### config.mk
export PLATFORM = sky130hd
export DESIGN_NAME = decoder_grant_arbiter
export DESIGN_NICKNAME = d
export VERILOG_FILES = /design/src/rtl/decoder_grant_arbiter_pkg.sv /design/src/rtl/decoder_4to16.sv /design/src/rtl/decoder_grant_arbiter.sv
export SDC_FILE = /design/constraint.sdc
export NUM_CORES = 1
export LEC_CHECK = 0
export ABC_AREA = 1
export CAP_MARGIN = 40
export CORE_ASPECT_RATIO = 1.5
export CORE_MARGIN = 3
export CORE_UTILIZATION = 59
export CTS_CLUSTER_SIZE = 20
export DETAILED_ROUTE_END_ITERATION = 8
export HOLD_SLACK_MARGIN = 0.06
export PLACE_DENSITY = 0.88
export RECOVER_POWER = 100
export SYNTH_ARGS = -nofsm -noshare
export SYNTH_HDL_FRONTEND = slang
export SYNTH_SLANG_ARGS = --single-unit
### constraint.sdc
create_clock -name clk -period 7 [get_ports clk]
set_input_delay 1.05 -clock clk [delete_from_list [all_inputs] [get_ports clk]]
set_output_delay 1.05 -clock clk [all_outputs]
set_load 0.05 [all_outputs]
### src/rtl/decoder_grant_arbiter_pkg.sv
// Shared types and the round-robin search used by decoder_grant_arbiter.
// Package name is dec_arb_pkg; imported by the arbiter top.
package dec_arb_pkg;

    localparam int NUM_REQ = 16;
    localparam int IDX_W   = 4;

    typedef enum logic [1:0] {
        ST_IDLE  = 2'd0,
        ST_GRANT = 2'd1,
        ST_GAP   = 2'd2
    } state_e;

    // Returns {found, idx}: first set request at ptr, ptr+1, ... wrapping mod 16.
    // Walking from the far end lets the nearest hit overwrite the others.
    function automatic logic [IDX_W:0] rr_pick(input logic [NUM_REQ-1:0] req,
                                               input logic [IDX_W-1:0]   ptr);
        logic [IDX_W:0]   res;
        logic [IDX_W-1:0] idx;
        res = '0;
        for (int i = NUM_REQ - 1; i >= 0; i--) begin
            idx = ptr + IDX_W'(i);
            if (req[idx]) begin
                res = {1'b1, idx};
            end
        end
        return res;
    endfunction

endpackage

### src/rtl/decoder_4to16.sv
// Plain 4-to-16 line decoder with enable; A is the MSB of the select.
// Output is all-zero while en_i is low.
module decoder_4to16 (
    input  logic        a_i,
    input  logic        b_i,
    input  logic        c_i,
    input  logic        d_i,
    input  logic        en_i,
    output logic [15:0] y_o
);

    logic [3:0] sel;

    assign sel = {a_i, b_i, c_i, d_i};

    always_comb begin
        y_o = 16'h0000;
        for (int i = 0; i < 16; i++) begin
            if (en_i && (sel == 4'(i))) begin
                y_o[i] = 1'b1;
            end
        end
    end

endmodule

### src/rtl/decoder_grant_arbiter.sv
// Round-robin arbiter sharing one decoder_4to16 among 16 requesters, with a
// one-cycle dead gap between owners. Define ARB_TIMEOUT_EN to add forced revoke.
module decoder_grant_arbiter
    import dec_arb_pkg::*;
#(
    parameter int MAX_HOLD = 16
) (
    input  logic               clk,
    input  logic               rst_n,
    input  logic               arb_en,
    input  logic [NUM_REQ-1:0] req,
    output logic [IDX_W-1:0]   gnt_idx,
    output logic               gnt_en,
    output logic [NUM_REQ-1:0] gnt,
    output logic               busy,
    output logic               timeout
);

    // Handshake: req[i] is a level held until the requester is done; gnt[i]
    // high means i owns the decoder. Dropping req[i] while granted ends the
    // ownership; gnt then reads zero for one GAP cycle before the next owner.

    if (MAX_HOLD < 2 || MAX_HOLD > 255) begin : g_bad_max_hold
        $error("decoder_grant_arbiter: MAX_HOLD must be in 2..255");
    end

    state_e           state_q, state_d;
    logic [IDX_W-1:0] gnt_idx_q, gnt_idx_d;
    logic [IDX_W-1:0] ptr_q, ptr_d;
    logic             gnt_en_q, gnt_en_d;
    logic             busy_q, busy_d;
    logic             timeout_q, timeout_d;
    logic [IDX_W:0]   pick;
    logic             hold_expired;

`ifdef ARB_TIMEOUT_EN
    logic [7:0] hold_cnt_q, hold_cnt_d;

    // Counter reads 0 on the first GRANT cycle because it is cleared outside GRANT.
    assign hold_cnt_d   = (state_q == ST_GRANT) ? hold_cnt_q + 8'd1 : 8'd0;
    assign hold_expired = (hold_cnt_q == 8'(MAX_HOLD - 1));

    always_ff @(posedge clk or negedge rst_n) begin
        if (!rst_n) begin
            hold_cnt_q <= 8'd0;
        end else begin
            hold_cnt_q <= hold_cnt_d;
        end
    end
`else
    assign hold_expired = 1'b0;
`endif

    assign pick = rr_pick(req, ptr_q);

    always_comb begin
        state_d   = state_q;
        gnt_idx_d = gnt_idx_q;
        ptr_d     = ptr_q;
        timeout_d = 1'b0;
        case (state_q)
            ST_IDLE: begin
                if (arb_en && pick[IDX_W]) begin
                    state_d   = ST_GRANT;
                    gnt_idx_d = pick[IDX_W-1:0];
                end
            end
            ST_GRANT: begin
                if (!req[gnt_idx_q]) begin
                    state_d = ST_GAP;
                    ptr_d   = gnt_idx_q + 4'd1;
                end else if (hold_expired) begin
                    state_d   = ST_GAP;
                    ptr_d     = gnt_idx_q + 4'd1;
                    timeout_d = 1'b1;
                end
            end
            ST_GAP: begin
                // ptr_q was already advanced past the previous owner on entry.
                if (arb_en && pick[IDX_W]) begin
                    state_d   = ST_GRANT;
                    gnt_idx_d = pick[IDX_W-1:0];
                end else begin
                    state_d = ST_IDLE;
                end
            end
            default: begin
                state_d = ST_IDLE;
            end
        endcase
        gnt_en_d = (state_d == ST_GRANT);
        busy_d   = (state_d != ST_IDLE);
    end

    always_ff @(posedge clk or negedge rst_n) begin
        if (!rst_n) begin
            state_q   <= ST_IDLE;
            gnt_idx_q <= '0;
            ptr_q     <= '0;
            gnt_en_q  <= 1'b0;
            busy_q    <= 1'b0;
            timeout_q <= 1'b0;
        end else begin
            state_q   <= state_d;
            gnt_idx_q <= gnt_idx_d;
            ptr_q     <= ptr_d;
            gnt_en_q  <= gnt_en_d;
            busy_q    <= busy_d;
            timeout_q <= timeout_d;
        end
    end

    decoder_4to16 u_dec (
        .a_i  (gnt_idx_q[3]),
        .b_i  (gnt_idx_q[2]),
        .c_i  (gnt_idx_q[1]),
        .d_i  (gnt_idx_q[0]),
        .en_i (gnt_en_q),
        .y_o  (gnt)
    );

    assign gnt_idx = gnt_idx_q;
    assign gnt_en  = gnt_en_q;
    assign busy    = busy_q;
`ifdef ARB_TIMEOUT_EN
    assign timeout = timeout_q;
`else
    assign timeout = 1'b0;
`endif

endmodule

==> out/qor.csv <==
metric,value,unit
synth_seq_area_share,12.08,%
cp.arrival,4580,ps
ys.flop_type,dfrtp_1,
rsz0062_at_grt,no,
fp.dieW,58.99,µm
synth-xor-area-share,2.417,%
synth_cell_types,34,
fill_cells,376,
cts.clk_slew.worst_paths,50,ps
fin_cells,535,
cts_tree,done,
hold_violations,0,
place_ws,3191,ps
muxShareOfSynthArea,0,%
drive_gt1_share,7.347,%
clkLatencyLatePin,240,ps
layout_commonest_cell,nand2_1,
cts_resized,0,
setup_ws,2541,ps
ys_warn_count,0,
synth_top_family_by_area,simple AND/OR/NAND/NOR gates,
syn_nets,494,
grt_max_degree,26,
hp-class,reg -> reg,
syn_to_final_growth,15.01,%
setup_viol,0,
place_inst,531,
core-area,3994,µm²
synthCells,464,
die-area,5042,µm²
cts_sinks,12,
path_class,reg -> reg,
num_vias,3165,
synthAdderAreaFrac,5.539,%
synth_edf_count,0,
postCtsSetupBuffers,0,
synth_compound_area_share,15.01,%
ys_async_sr_fraction,100.0,%
wl_per_cell,15.61,µm
netlist_area,2485,µm²
start_kind,flop,
drt_iter0_markers,311,
rows,28,
finClkSkew,3.109,ps
gp_congestion,0.9816,
htree_levels,1,
relSlewSlack,47.61,%
hpwlAfterDp,6631,µm
start_util,62.22,%
grt_pass1_wl,14060,µm
grt_usage,35.27,%
worstMarginPinSlew,785.0,ps
fp.dieH,85.48,µm
synth-simple-area-share,52.87,%
cap_violations,0,
cts-root-buf,clkbuf_8,
drtAntennaViolNets,0,
period_minus_slack,4459,ps
hold_buffers,0,
avgSynthCellArea,5.355,µm²
port_buffers,40,
grt_overflow_total,0,
path_max_fanout,25,
design_area,2858,µm²
numCtsBuffers,3,
cp.required,7130,ps
crit_path_end_kind,flop,
fin_tns_setup,0,ps
drtPass1Iterations,5,
fmax,0.2243,GHz
antenna_found_initial,0,
yosys_register_bits,12,
status,"complete, no violations",
routed_wirelength,8351,µm
io_pins,42,
min_period_over_period,63.70,%
clock_path_buffers,2,
final_cell_mix,"nand2_1, nand3_1, nor2_1, a21oi_1, inv_1",
final_max_slew_viol_count,0,
fin_nets,521,
drc,0,
viasPerCell,5.916,
diodes,0,
placed_area,2810,µm²
grt_pass1_vias,3091,
==> Yosys cell counts (8+ instances only) <==
master   count  share of area [%]
nand2_1    173                 26
nand3_1     64                 13
a21oi_1     38                7.7
nor2_1      38                5.7
inv_1       33                5.0
o21ai_0     15                3.0
nand2_2     14                3.5
dfrtp_1     12                 12
ha_1        11                5.5
inv_2       10                1.5
buf_4        8                2.4
==> state kept, by name, indices dropped and copies added (netlist names) <==
name     flops
busy         1
gnt_en       1
gnt_idx      4
ptr_q        4
state_q      2
==> logic make-up (layout without fill, tap and decap cells) <==
| group | Yosys count | after routing |
|---|---|---|
| compound gates | 69 | 69 |
| fa+ha+maj | 11 | 11 |
| other cells | 1 | 1 |
| simple gates | 303 | 303 |
| xor+xnor | 6 | 6 |
| buf+inv | 62 | 88 |
| flops | 12 | 12 |
==> final timing paths <==
kind                       startpoint          to  slack (ps)  cells past startpoint
max in group asynchronous       rst_n    ptr_q[3]        5400                      1
min                        state_q[1]        busy         600                      3
max                          ptr_q[0]  gnt_idx[3]        2540                     16
max reg2reg                  ptr_q[0]  gnt_idx[3]        2540                     16
min in group asynchronous       rst_n  gnt_idx[3]        1240                      1
min reg2reg                state_q[1]        busy         600                      3
==> critical path, cell delays in order (launching register included) <==
cell	delay (ps)
dfrtp_1	790
inv_1	580
ha_1	650
inv_1	340
nand3_1	160
nand3_1	110
nand2_1	120
nand2_1	100
nand2_1	140
inv_1	140
nand3_1	150
nor4_1	280
nand3_1	160
nand3_1	290
inv_1	140
nor2_1	130
a21oi_1	60
==> layer usage <==
layer / wire length, µm / vias up / global-route usage (%)
met5: 0 / - / 0
met4: 461 / 0 / 20.41
met3: 545 / 35 / 3.805
met2: 4266 / 179 / 62.07
met1: 3077 / 1401 / 39.42
li1: - / 1550 / -
==> stage by stage <==
stage	util [%]	hold WS, ps
2_1_floorplan	-	498.1
3_3_place_gp	70.36	522.1
3_5_place_dp	70.36	559.9
4_1_cts	71.74	598.3
5_1_grt	71.55	651.0
6_report	71.55	596.7
==> final cells by class <==
cell class,count,area [µm²],share of cell area (%)
inverters,44,165.2,5.779
repair buffers,40,400.4,14.01
clock buffers,4,55.05,1.926
flip-flops and latches,12,300.3,10.51
multi-input cells,390,1881,65.81
well taps,45,56.30,1.970
Power is left out: the tool's default activity adds up to more than one toggle a clock period on the data nets, which glitch-free logic cannot reach.
